**config.mk**
```make
export PLATFORM = sky130hd
export DESIGN_NAME = gray_ptr_sync_n
export DESIGN_NICKNAME = d
export VERILOG_FILES = /design/src/rtl/gray_ptr_pkg.sv /design/src/rtl/gray_ptr_sync_n_sync_chain.sv /design/src/rtl/gray_ptr_sync_n.sv
export SDC_FILE = /design/constraint.sdc
export NUM_CORES = 1
export LEC_CHECK = 0
export CELL_PAD_IN_SITES_DETAIL_PLACEMENT = 2
export CELL_PAD_IN_SITES_GLOBAL_PLACEMENT = 2
export CORE_UTILIZATION = 28
export CTS_CLUSTER_DIAMETER = 60
export DETAILED_ROUTE_END_ITERATION = 6
export MAX_ROUTING_LAYER = met4
export PLACE_DENSITY_LB_ADDON = 0.1
export SYNTH_ARGS = -nofsm -noshare
export SYNTH_HDL_FRONTEND = slang
export SYNTH_SLANG_ARGS = --single-unit
```
**constraint.sdc**
```tcl
create_clock -name CLK -period 2 [get_ports CLK]
set_input_delay 0.6 -clock CLK [delete_from_list [all_inputs] [get_ports CLK]]
set_output_delay 0.6 -clock CLK [all_outputs]
set_load 0.005 [all_outputs]
```
**src/rtl/gray_ptr_pkg.sv**
```systemverilog
// Shared types and helpers for the Gray pointer synchroniser.
// Helpers work on MaxWidth-bit zero-extended vectors; WIDTH must not exceed MaxWidth.
package gray_ptr_pkg;

  localparam int unsigned MaxWidth = 64;

  typedef enum logic [0:0] {Idle, Settle} state_e;

  // Gray to binary: each binary bit is the XOR of all Gray bits at or above it.
  function automatic logic [MaxWidth-1:0] gray2bin(input logic [MaxWidth-1:0] gray);
    logic [MaxWidth-1:0] bin;
    bin[MaxWidth-1] = gray[MaxWidth-1];
    for (int i = MaxWidth - 2; i >= 0; i--) begin
      bin[i] = bin[i+1] ^ gray[i];
    end
    return bin;
  endfunction

  function automatic int unsigned popcount(input logic [MaxWidth-1:0] v);
    int unsigned n;
    n = 0;
    for (int i = 0; i < MaxWidth; i++) begin
      if (v[i]) n++;
    end
    return n;
  endfunction

endpackage

```
**src/rtl/gray_ptr_sync_n_sync_chain.sv**
```systemverilog
// sync_chain: WIDTH-wide, STAGES-deep synchroniser flop chain.
module sync_chain
  import gray_ptr_pkg::*;
#(
  parameter int unsigned WIDTH  = 4,
  parameter int unsigned STAGES = 2
) (
  input  logic             CLK,
  input  logic             RST,
  input  logic [WIDTH-1:0] d,
  output logic [WIDTH-1:0] q
);

  logic [WIDTH-1:0] s_q [STAGES];

  // Shift the foreign-domain value through the chain every cycle.
  always_ff @(posedge CLK or negedge RST) begin
    if (!RST) begin
      for (int i = 0; i < STAGES; i++) s_q[i] <= '0;
    end else begin
      s_q[0] <= d;
      for (int i = 1; i < STAGES; i++) s_q[i] <= s_q[i-1];
    end
  end

  assign q = s_q[STAGES-1];

endmodule

```
**src/rtl/gray_ptr_sync_n.sv**
```systemverilog
// gray_ptr_sync_n: multi-stage Gray pointer synchroniser with optional stability
// filter, registered binary conversion and update pulse with pointer delta.
// Define GRAY_PTR_SYNC_CHECK_EN to enable the sticky multi-bit-change flag.
module gray_ptr_sync_n
  import gray_ptr_pkg::*;
#(
  parameter int unsigned WIDTH  = 4,
  parameter int unsigned STAGES = 2,
  parameter int unsigned FILTER = 0
) (
  input  logic             CLK,
  input  logic             RST,
  input  logic [WIDTH-1:0] ASYNC_GRAY,
  output logic [WIDTH-1:0] SYNC_GRAY,
  output logic [WIDTH-1:0] SYNC_BIN,
  output logic             PTR_UPD,
  output logic [WIDTH-1:0] STEP,
  output logic             GRAY_ERR
);

  localparam int unsigned CntW = (FILTER > 0) ? $clog2(FILTER + 1) : 1;

  logic [WIDTH-1:0] s_last;
  logic [WIDTH-1:0] s_bin;
  logic             load;

  state_e           state_q, state_d;
  logic [WIDTH-1:0] cand_q, cand_d;
  logic [CntW-1:0]  cnt_q, cnt_d;

  logic [WIDTH-1:0] sync_gray_q, sync_bin_q, step_q;
  logic             ptr_upd_q;

  sync_chain #(
    .WIDTH  (WIDTH),
    .STAGES (STAGES)
  ) u_sync_chain (
    .CLK (CLK),
    .RST (RST),
    .d   (ASYNC_GRAY),
    .q   (s_last)
  );

  assign s_bin = WIDTH'(gray2bin(MaxWidth'(s_last)));

  // Filter FSM: decide when the synchronised value has been stable long enough to load.
  always_comb begin
    state_d = state_q;
    cand_d  = cand_q;
    cnt_d   = cnt_q;
    load    = 1'b0;
    if (FILTER == 0) begin
      load = (s_last != sync_gray_q);
    end else begin
      unique case (state_q)
        Idle: begin
          if (s_last != sync_gray_q) begin
            cand_d  = s_last;
            cnt_d   = CntW'(1);
            state_d = Settle;
          end
        end
        Settle: begin
          if (s_last != cand_q) begin
            if (s_last == sync_gray_q) begin
              state_d = Idle;
            end else begin
              cand_d = s_last;
              cnt_d  = CntW'(1);
            end
          end else if (cnt_q == CntW'(FILTER)) begin
            load    = 1'b1;
            state_d = Idle;
          end else begin
            cnt_d = cnt_q + CntW'(1);
          end
        end
        default: state_d = Idle;
      endcase
    end
  end

  // FSM and candidate registers.
  always_ff @(posedge CLK or negedge RST) begin
    if (!RST) begin
      state_q <= Idle;
      cand_q  <= '0;
      cnt_q   <= '0;
    end else begin
      state_q <= state_d;
      cand_q  <= cand_d;
      cnt_q   <= cnt_d;
    end
  end

  // Output registers: all update together on a load; the pulse clears otherwise.
  always_ff @(posedge CLK or negedge RST) begin
    if (!RST) begin
      sync_gray_q <= '0;
      sync_bin_q  <= '0;
      step_q      <= '0;
      ptr_upd_q   <= 1'b0;
    end else begin
      ptr_upd_q <= load;
      if (load) begin
        sync_gray_q <= s_last;
        sync_bin_q  <= s_bin;
        step_q      <= s_bin - sync_bin_q;
      end
    end
  end

`ifdef GRAY_PTR_SYNC_CHECK_EN
  logic gray_err_q;

  // Sticky flag: a load that changes more than one Gray bit at once.
  always_ff @(posedge CLK or negedge RST) begin
    if (!RST) begin
      gray_err_q <= 1'b0;
    end else if (load && (popcount(MaxWidth'(s_last ^ sync_gray_q)) > 1)) begin
      gray_err_q <= 1'b1;
    end
  end

  assign GRAY_ERR = gray_err_q;
`else
  assign GRAY_ERR = 1'b0;
`endif

  assign SYNC_GRAY = sync_gray_q;
  assign SYNC_BIN  = sync_bin_q;
  assign STEP      = step_q;
  assign PTR_UPD   = ptr_upd_q;

endmodule

```
After elaboration in Yosys (flattened, before gate mapping)
Index checks and enable logic that the tools add are counted.
{"block": "totals", "reg_bits": 21, "inputBits": 6, "output_inout_bits": 14}
{"block": "op_classes", "add_sub_neg": 1, "eq_ne": 1, "bitwise_logic": 3}
{"cell": "!= test 4 bit", "n": 1}
{"cell": "subtractor 4 bit", "n": 1}
{"cell": "bitwise XOR 1 bit", "n": 3}

Longest topological paths before layout
Gate-level depths: netlist of run 1.
{"block": "depth", "ltp_word": 4, "ltp_mapped": 7}

Hierarchy
A second synthesis of run 1 with hierarchy kept.
{"block": "hier_totals", "cells_unflattened": 65, "hier_area_um2": 838.3}
{"module": "gray_ptr_sync_n", "instances": 1, "cells_each": 53, "area_per_inst_um2": 608.1}
{"module": "sync_chain", "instances": 1, "cells_each": 12, "area_per_inst_um2": 230.2}

Least setup slack after synthesis of run 1
No wires, ideal clock.
{"block": "synth_path", "kind": "reg2reg", "start": "reg u_sync_chain.s_q (netlist bit u_sync_chain.q[3])", "end": "reg step_q[2], in the netlist STEP[2]", "arrival_ps": 1831, "t_required_ps": 1923, "setup_slack_ps": 91, "stages_incl_launch_ff": 8, "period_less_slack_ps": 1909, "cell_sequence": "dfrtp_1 xor2_2 xor2_2 xnor2_1 ha_1 fa_1 xor2_1 a21oi_1"}
{"block": "synth_between", "elab_chain_len": 4, "elab_cells_between_ends": 5}
{"item": "start: declaration", "line": "gray_ptr_sync_n_sync_chain.sv:14", "rtl": "logic [WIDTH-1:0] s_q [STAGES];"}
{"item": "bitwise XOR 1 bit *", "line": "gray_ptr_pkg.sv:14", "rtl": "bin[i] = bin[i+1] ^ gray[i];"}
{"item": "named net s_bin[2]", "line": "gray_ptr_sync_n.sv:24", "rtl": "logic [WIDTH-1:0] s_bin;"}
{"item": "bitwise XOR 1 bit *", "line": "gray_ptr_pkg.sv:14"}
{"item": "named net s_bin[1]", "line": "gray_ptr_sync_n.sv:24"}
{"item": "bitwise XOR 1 bit", "line": "gray_ptr_pkg.sv:14"}
{"item": "subtractor 4 bit *", "line": "gray_ptr_sync_n.sv:108", "rtl": "step_q <= s_bin - sync_bin_q;"}
{"item": "end signal: assignment", "line": "gray_ptr_sync_n.sv:108"}
{"item": "end: declaration", "line": "gray_ptr_sync_n.sv:31", "rtl": "logic [WIDTH-1:0] sync_gray_q, sync_bin_q, step_q;"}
Mark *: on every way through the listed nets, which the timed path passes. The rest lies on a longest branch.
A chain may end at the register's enable or synchronous reset.

Worst setup path after layout of run 1
{"block": "layout_path", "start": "reg u_sync_chain.s_q (netlist bit u_sync_chain.q[2])", "end": "reg step_q[2], in the netlist STEP[2]"}
Same word-level chain as after synthesis.

==> metrics.txt, run 1 <==
# TYPE chip_impl_metric gauge
chip_impl_metric{name="average_detailed_routed_wire_length_per_instance",unit="um"} 14.10
chip_impl_metric{name="worst_ep_required_time",unit="ns"} 2.24
chip_impl_metric{name="synth_compound_gate_area_share",unit=""} 0.04814
chip_impl_metric{name="dp_hpwl",unit="mm"} 1.072
chip_impl_metric{name="post_synth_instance_area",unit="um^2"} 805.8
chip_impl_metric{name="synth_sequential_area_ratio",unit=""} 0.6211
chip_impl_metric{name="postLayoutCellArea",unit="um^2"} 1107
chip_impl_info{name="grt.busiest_layer",value="met2"} 1
chip_impl_metric{name="async_reset_ff_frac",unit=""} 1.000
chip_impl_metric{name="core_area",unit="um^2"} 2734
chip_impl_metric{name="synth.avg_cell_area",unit="um^2"} 13.21
chip_impl_info{name="setup_crit_path_kind",value="reg -> reg"} 1
chip_impl_metric{name="synth_seq_cells",unit=""} 20
chip_impl_metric{name="route.detailed.vias_per_inst",unit=""} 4.426
chip_impl_metric{name="crit_arrival",unit="ns"} 2.19
chip_impl_metric{name="layout_filler_cell_count",unit=""} 269
chip_impl_metric{name="post_synth_mux_area_share",unit=""} 0.02640
chip_impl_metric{name="grt_overflow",unit=""} 0
chip_impl_metric{name="timing.final.hold_violations",unit=""} 0
chip_impl_metric{name="fmax",unit="MHz"} 514.1
chip_impl_info{name="reg2reg_from",value="u_sync_chain.q[2]"} 1
chip_impl_info{name="cts_tree",value="done"} 1
chip_impl_metric{name="post_synth_and_or_nand_nor_area_fraction",unit=""} 0.03571
chip_impl_metric{name="postRouteWirelength",unit="mm"} 1.621
chip_impl_metric{name="min_path_cells",unit=""} 0
chip_impl_info{name="setup_repair_after_global_routing_missed_its_margin",value="true"} 1
chip_impl_metric{name="globalRouteMet2Util",unit=""} 0.1807
chip_impl_metric{name="fraction_of_final_layout_cells_sized_beyond_drive_strength_1",unit=""} 0.2381
chip_impl_metric{name="num_antenna_cells",unit=""} 0
chip_impl_metric{name="start_util",unit=""} 0.2947
chip_impl_metric{name="power_density_cells",unit="nW/um^2"} 1053
chip_impl_metric{name="residual_drc",unit=""} 0
chip_impl_info{name="timing.hold.worst.class",value="reg -> reg"} 1
chip_impl_metric{name="finalNetCount",unit=""} 95
chip_impl_metric{name="grtUsageMet1",unit=""} 0.1429
chip_impl_metric{name="grt_pass1_vias",unit=""} 554
chip_impl_metric{name="detail_route.first_pass.iterations",unit=""} 1
chip_impl_metric{name="post-route-min-period",unit="ns"} 1.945
chip_impl_metric{name="global_route.usage.total",unit=""} 0.1211
chip_impl_metric{name="finalWeightedCongestion",unit=""} 0.7391
chip_impl_metric{name="setup_viol",unit=""} 0
chip_impl_info{name="hold_path.startpoint",value="u_sync_chain.s_q[5]"} 1
chip_impl_metric{name="clock_latency",unit="ns"} 0.31
chip_impl_info{name="reg2reg_to",value="STEP[2]"} 1
chip_impl_metric{name="synth_nets",unit=""} 71
chip_impl_metric{name="ioPinCount",unit=""} 20
chip_impl_metric{name="path_max_fanout",unit=""} 3
chip_impl_metric{name="clock-skew-final",unit="ns"} 0.0008421
chip_impl_metric{name="synth_enable_flop_cells",unit=""} 0
chip_impl_info{name="status",value="completed"} 1
chip_impl_metric{name="floorplan_die_width",unit="um"} 55.65
chip_impl_metric{name="tritoncts_num_sinks",unit=""} 20
chip_impl_info{name="startpoint_class",value="flop"} 1
chip_impl_metric{name="worst-r2r-setup-slack",unit="ns"} 0.05
chip_impl_metric{name="vias",unit=""} 509
chip_impl_metric{name="largest_net_degree_at_the_start_of_global_routing",unit=""} 21
chip_impl_info{name="hold-path-endpoint",value="u_sync_chain.q[1]"} 1
chip_impl_metric{name="post_synth_xor_area_fraction",unit=""} 0.1165
chip_impl_metric{name="row_count",unit=""} 19
chip_impl_metric{name="die-area",unit="um^2"} 3096
chip_impl_metric{name="layout_worst_path_cycle_share",unit=""} 0.9726
chip_impl_metric{name="cts.hold.buffers_added",unit=""} 0
chip_impl_metric{name="cts_max_path_buffers",unit=""} 2
chip_impl_metric{name="drt_first_iter_violations",unit=""} 0
chip_impl_metric{name="clkSlewWorstSetupHoldPaths",unit="ns"} 0.12
chip_impl_info{name="synth_top_family_by_area",value="XOR/XNOR gates"} 1
chip_impl_metric{name="yosysWarningCount",unit=""} 0
chip_impl_metric{name="placement.cell_area",unit="um^2"} 1016
chip_impl_metric{name="use_met3",unit=""} 0.05116
chip_impl_info{name="cts_root_buf",value="clkbuf_4"} 1
chip_impl_metric{name="initial_antenna_violation_count",unit=""} 0
chip_impl_info{name="ys_dominant_reg_cell",value="dfrtp_1"} 1
chip_impl_metric{name="peakVddDrop",unit="mV"} 0.6912
chip_impl_metric{name="yosys.area_share.adder",unit=""} 0.07143
chip_impl_metric{name="tns",unit="ns"} 0
chip_impl_metric{name="maxSlewViolCount",unit=""} 0
chip_impl_metric{name="max_cap_viol_count",unit=""} 0
chip_impl_metric{name="timing.reg2reg.worst_path_depth",unit=""} 7
chip_impl_metric{name="synthCells",unit=""} 61
chip_impl_metric{name="die_h",unit="um"} 55.65
chip_impl_metric{name="power.static_leakage",unit="uW"} 0.0004948
chip_impl_metric{name="global_route_wire_length_before_repair",unit="mm"} 2.608
chip_impl_metric{name="tritoncts.num_buffers",unit=""} 3
chip_impl_metric{name="cts_max_level",unit=""} 1
chip_impl_metric{name="io_buf_count",unit=""} 18
chip_impl_metric{name="syn_to_final_growth",unit="%"} 37.42
chip_impl_metric{name="yosysUniqueCellTypes",unit=""} 20
chip_impl_info{name="worst_setup_path_end_kind",value="flop"} 1
chip_impl_metric{name="hold_slack",unit="ns"} 0.3610
chip_impl_metric{name="ant_nets",unit=""} 0
[through the flow]
step           setup WS, ns  cells    util  total power (uW)
6_report            0.05471    115  0.4050              1166
5_1_grt            -0.04995    115  0.4050              1238
4_1_cts             0.02584    113  0.3936              1159
3_5_place_dp     -0.0009117    108  0.3716             806.9
3_3_place_gp        0.06293    108  0.3716             799.7
2_1_floorplan       0.09132     61       -             636.6
[cells in the final DEF (no fill, tap or decap)]
cell             synthesis  final
buf_4                    2      8
a21oi_1                  4      3
clkdlybuf4s50_1          0     18
xnor2_1                  6      5
fa_2                     0      1
nand2_1                  2      2
o21ai_0                  2      1
ha_2                     0      1
nand4_1                  1      1
clkbuf_4                 0      3
inv_1                    4      4
nor2_1                   4      4
xor2_1                   1      1
xor2_2                   2      2
a21oi_2                  1      2
xnor2_2                  0      1
mux2_2                   1      1
bufinv_16                0      1
o21ai_1                  0      1
mux2i_1                  1      1
dfrtp_1                 20     20
ha_1                     3      2
conb_1                   1      1
[sequential cells by signal (all words and copies together), names as in the netlist]
register / count
PTR_UPD: 1
STEP: 4
SYNC_GRAY: 3
SYNC_BIN: 4
u_sync_chain.q: 4
u_sync_chain.s_q: 4
[critical path, stage by stage (launching register included)]
cell,delay [ns]
dfrtp_1,0.43
xor2_2,0.25
xor2_2,0.24
xnor2_2,0.11
ha_2,0.21
fa_2,0.35
xor2_1,0.17
a21oi_1,0.12
[worst max path at each step]
stage	startpoint	end	slack, ns	depth (start not counted)
detailed placement	u_sync_chain.q[3]	STEP[2]	-0.0009	7
finish	u_sync_chain.q[2]	STEP[2]	0.05	7
global placement	u_sync_chain.q[3]	STEP[2]	0.06	7
global route	u_sync_chain.q[2]	STEP[2]	-0.05	7
CTS	u_sync_chain.q[3]	STEP[2]	0.03	7
floorplan	u_sync_chain.q[3]	STEP[2]	0.09	7
[kinds of logic (layout without fill, tap and decap cells)]
group / after synthesis / count (layout)
compound gates: 7 / 7
fa+ha+maj: 4 / 4
other cells: 1 / 1
mux: 2 / 2
flops: 20 / 20
simple gates: 7 / 7
xor+xnor: 9 / 9
buf+inv: 11 / 34
[synth_stat cells, types with 2 or more instances]
cell	count	area share
xor2_2	2	0.040
ha_1	3	0.047
clkbuf_1	3	0.014
nand2_1	2	0.0093
nor2_1	4	0.019
o21ai_0	2	0.012
inv_1	4	0.019
buf_4	2	0.019
dfrtp_1	20	0.62
a21oi_1	4	0.025
xnor2_1	6	0.065
[area by class of cell]
type,instances,area [um^2],share of cell area
Sequential cell,20,500.5,0.4520
Multi-Input combinational cell,30,260.3,0.2350
Timing Repair Buffer,26,240.2,0.2169
Tap cell,31,38.79,0.03503
Clock inverter,1,30.03,0.02712
Clock buffer,3,22.52,0.02034
Inverter,4,15.01,0.01356
[power by group]
part	internal, uW	switching (uW)	leakage (uW)
registers	467	41.8	0.000230
clock network	203	132	0.0000279
logic	200	123	0.000237
total	870	297	0.000495
[per-layer routing]
metal	vias to the layer above	wire, um
met5	-	0
met4	0	13
met3	2	80
met2	14	838
met1	265	688
li1	228	-
[repair_timing]
action,CTS,global route
gates cloned,0,0
buffers inserted,1,2
gates resized for setup,0,5
pin swaps,1,5
endpoints found under the setup margin,1,3
(Power assumes the default switching activity.)
==> inputs of run 2 (changes only) <==
--- a/config.mk
+++ b/config.mk
@@ -14,4 +14,5 @@
 export PLACE_DENSITY_LB_ADDON = 0.1
 export SYNTH_ARGS = -nofsm -noshare
 export SYNTH_HDL_FRONTEND = slang
+export SYNTH_HIERARCHICAL = 1
 export SYNTH_SLANG_ARGS = --single-unit
==> metrics.txt, run 2 <==
# TYPE chip_impl_metric gauge
chip_impl_info{name="cts_tree",value="done"} 1
chip_impl_metric{name="finalNetCount",unit=""} 96
chip_impl_metric{name="route.detailed.vias_per_inst",unit=""} 4.339
chip_impl_info{name="status",value="finished with violations"} 1
chip_impl_metric{name="die_h",unit="um"} 56.72
chip_impl_metric{name="fraction_of_final_layout_cells_sized_beyond_drive_strength_1",unit=""} 0.2262
chip_impl_metric{name="grt_overflow",unit=""} 0
chip_impl_metric{name="fmax",unit="MHz"} 529.6
chip_impl_metric{name="power.static_leakage",unit="uW"} 0.0004839
chip_impl_metric{name="timing.final.hold_violations",unit=""} 0
chip_impl_metric{name="num_antenna_cells",unit=""} 0
chip_impl_metric{name="vias",unit=""} 499
chip_impl_metric{name="largest_net_degree_at_the_start_of_global_routing",unit=""} 21
chip_impl_info{name="ranking_of_synthesized_cells_by_instance_count",value="dfrtp_1, buf_4, xnor2_1"} 1
chip_impl_metric{name="finalCoreUtilization",unit=""} 0.3863
chip_impl_metric{name="floorplan_die_width",unit="um"} 56.72
chip_impl_metric{name="min_path_cells",unit=""} 0
chip_impl_metric{name="timing.reg2reg.worst_path_depth",unit=""} 8
chip_impl_metric{name="peakVddDrop",unit="mV"} 0.2825
chip_impl_metric{name="synth_seq_cells",unit=""} 20
chip_impl_metric{name="post_synth_instance_area",unit="um^2"} 838.3
chip_impl_metric{name="dp_hpwl",unit="mm"} 1.059
chip_impl_metric{name="synth_enable_flop_cells",unit=""} 0
chip_impl_info{name="reg2reg_from",value="u_sync_chain/q[3]"} 1
chip_impl_info{name="leading_cell_types_in_the_layout_fill_and_taps_excluded",value="dfrtp_1, clkdlybuf4s50_1, buf_4, xnor2_1"} 1
chip_impl_metric{name="row_count",unit=""} 19
chip_impl_metric{name="synth.avg_cell_area",unit="um^2"} 12.90
chip_impl_metric{name="cts_max_level",unit=""} 1
chip_impl_metric{name="max_cap_viol_count",unit=""} 0
chip_impl_info{name="hold_path.startpoint",value="u_sync_chain/s_q[5]"} 1
chip_impl_metric{name="power_density_cells",unit="nW/um^2"} 923.4
chip_impl_info{name="timing.hold.worst.class",value="reg -> reg"} 1
chip_impl_info{name="cts_root_buf",value="clkbuf_4"} 1
chip_impl_metric{name="synthDominantCellAreaShare",unit=""} 0.5970
chip_impl_metric{name="synth_sequential_area_ratio",unit=""} 0.5970
chip_impl_info{name="hold-path-endpoint",value="u_sync_chain/q[1]"} 1
chip_impl_metric{name="post-route-worst-setup-slack",unit="ns"} 0.1118
chip_impl_metric{name="start_util",unit=""} 0.2988
chip_impl_metric{name="synthCells",unit=""} 65
chip_impl_metric{name="initial_antenna_violation_count",unit=""} 0
chip_impl_metric{name="yosysUniqueCellTypes",unit=""} 22
chip_impl_metric{name="detail_route.first_pass.iterations",unit=""} 6
chip_impl_metric{name="ioPinCount",unit=""} 20
chip_impl_metric{name="clock-skew-final",unit="ns"} 0.002533
chip_impl_info{name="worst_setup_path_end_kind",value="flop"} 1
chip_impl_info{name="yosys.cell_count.top_type",value="dfrtp_1"} 1
chip_impl_metric{name="synth_nets",unit=""} 75
chip_impl_metric{name="clock_latency",unit="ns"} 0.30
chip_impl_metric{name="core_area",unit="um^2"} 2805
chip_impl_metric{name="io_buf_count",unit=""} 18
chip_impl_metric{name="cts_max_path_buffers",unit=""} 2
chip_impl_metric{name="finalWeightedCongestion",unit=""} 0.6774
chip_impl_metric{name="drt_first_iter_violations",unit=""} 8
chip_impl_info{name="reg2reg_to",value="STEP[3]"} 1
chip_impl_metric{name="residual_drc",unit=""} 2
chip_impl_metric{name="crit_arrival",unit="ns"} 2.08
chip_impl_info{name="grt.busiest_layer",value="met2"} 1
chip_impl_metric{name="clkSlewWorstSetupHoldPaths",unit="ns"} 0.11
chip_impl_metric{name="ant_nets",unit=""} 0
chip_impl_info{name="synthDominantAreaCellType",value="dfrtp_1"} 1
chip_impl_metric{name="average_detailed_routed_wire_length_per_instance",unit="um"} 13.02
chip_impl_metric{name="tritoncts.num_buffers",unit=""} 3
chip_impl_metric{name="path_max_fanout",unit=""} 3
chip_impl_metric{name="postRouteWirelength",unit="mm"} 1.497
chip_impl_info{name="final_common_cell",value="dfrtp_1"} 1
chip_impl_metric{name="post-route-min-period",unit="ns"} 1.888
chip_impl_metric{name="worst_ep_required_time",unit="ns"} 2.19
chip_impl_metric{name="setup_viol",unit=""} 0
chip_impl_metric{name="syn_to_final_growth",unit="%"} 29.25
chip_impl_metric{name="async_reset_ff_frac",unit=""} 1.000
chip_impl_metric{name="global_route.usage.total",unit=""} 0.1113
chip_impl_metric{name="layout_worst_path_cycle_share",unit=""} 0.9441
chip_impl_info{name="violations",value="design-rule violations"} 1
chip_impl_metric{name="globalRouteMet2Util",unit=""} 0.1633
chip_impl_metric{name="tritoncts_num_sinks",unit=""} 20
chip_impl_metric{name="worst_setup_timing_slack_at_the_placement_stage",unit="ns"} -0.001119
chip_impl_info{name="setup_crit_path_kind",value="reg -> reg"} 1
chip_impl_metric{name="yosysWarningCount",unit=""} 6
chip_impl_info{name="ys_dominant_reg_cell",value="dfrtp_1"} 1
chip_impl_metric{name="maxSlewViolCount",unit=""} 0
chip_impl_metric{name="global_route_wire_length_before_repair",unit="mm"} 2.497
chip_impl_metric{name="grt_pass1_vias",unit=""} 550
chip_impl_info{name="startpoint_class",value="flop"} 1
chip_impl_metric{name="use_met3",unit=""} 0.02765
chip_impl_info{name="synth_top_cells_by_area",value="dfrtp_1, xnor2_1, buf_4"} 1
chip_impl_metric{name="grtUsageMet1",unit=""} 0.1391
chip_impl_metric{name="die-area",unit="um^2"} 3217
chip_impl_metric{name="worst-r2r-setup-slack",unit="ns"} 0.11
## run 2: cell families (layout without fill, tap and decap cells)
logic type / Yosys count / after routing / share of synthesized area
XOR/XNOR: 9 / 9 / 0.1119
multiplexers: 2 / 2 / 0.02537
AO/OA/AOI/OAI: 7 / 7 / 0.04626
adder cells (fa/ha/maj): 4 / 4 / 0.06866
other: 1 / 1 / 0.004473
buffers and inverters: 15 / 34 / 0.1089
AND/OR/NAND/NOR: 7 / 7 / 0.03733
flip-flops: 20 / 20 / 0.5970
## run 2: final cells by class
| type | instances | area [um^2] |
|---|---|---|
| clock buffer | 3 | 22.52 |
| fill | 302 | 1722 |
| inverter | 4 | 15.01 |
| multi-input combinational | 30 | 259.0 |
| sequential | 20 | 500.5 |
| tap | 31 | 38.79 |
| timing repair buffer | 27 | 247.7 |
## run 2: how the worst max path moves through the flow
| stage | start | endpoint | slack, ns | cells after the start |
|---|---|---|---|---|
| after floorplan | u_sync_chain/q[3] | STEP[2] | 0.03 | 8 |
| after global placement | u_sync_chain/q[3] | STEP[2] | 0.06 | 7 |
| after detailed placement | u_sync_chain/q[3] | STEP[2] | -0.001 | 7 |
| after CTS | u_sync_chain/q[2] | STEP[2] | 0.02 | 7 |
| after global routing | u_sync_chain/q[3] | STEP[3] | -0.0001 | 8 |
| final | u_sync_chain/q[3] | STEP[3] | 0.11 | 8 |
## run 2: metrics by stage
step	TNS (ns)	power, uW	instance area, um^2	std cells	hold slack [ns]
after global routing	-0.00009948	1072	1084	115	0.3653
after floorplan	0	643.6	838.3	65	0.3044
after CTS	0	1014	1064	114	0.3603
final	0	1001	1084	115	0.3588
after global placement	0	801.6	1026	109	0.3322
after detailed placement	-0.001119	808.9	1026	109	0.3379
## run 2: worst max-delay path: stages, from the launching register on
cell and delay [ns]:
dfrtp_1 0.43, xor2_2 0.20, buf_4 0.14, buf_4 0.12, ha_1 0.33, nand2_1 0.07
o21ai_0 0.24, xnor2_1 0.15, mux2i_1 0.08
## run 2: per-layer routing
layer	vias to the layer above	wire, um	part of all wire
met1	252	616	0.41
met5	-	0	0
met3	4	68	0.045
met2	14	777	0.52
met4	0	34	0.023
li1	229	-	-
## run 2: repair_timing
| action | in CTS | in global routing |
|---|---|---|
| resized for setup | 0 | 3 |
| pin swaps | 2 | 3 |
| endpoints found under the setup margin | 1 | 1 |
| hold buffers | 0 | 0 |
| gates cloned | 0 | 0 |
| buffers inserted | 2 | 1 |
| endpoints found under the hold margin | 0 | 0 |
## run 2: report_power, final
part | total [uW] | switching (uW) | internal (uW)
clock | 190 | 119 | 70.3
sequential | 508 | 40.6 | 467
combinational | 303 | 114 | 189
==> inputs of run 3 (changes only) <==
--- a/config.mk
+++ b/config.mk
@@ -16,3 +16,4 @@
 export SYNTH_HDL_FRONTEND = slang
 export SYNTH_HIERARCHICAL = 1
 export SYNTH_SLANG_ARGS = --single-unit
+export TNS_END_PERCENT = 30
==> results of run 3 <==
Same layout as run 2: the final DEF is identical, and so are final timing and power.
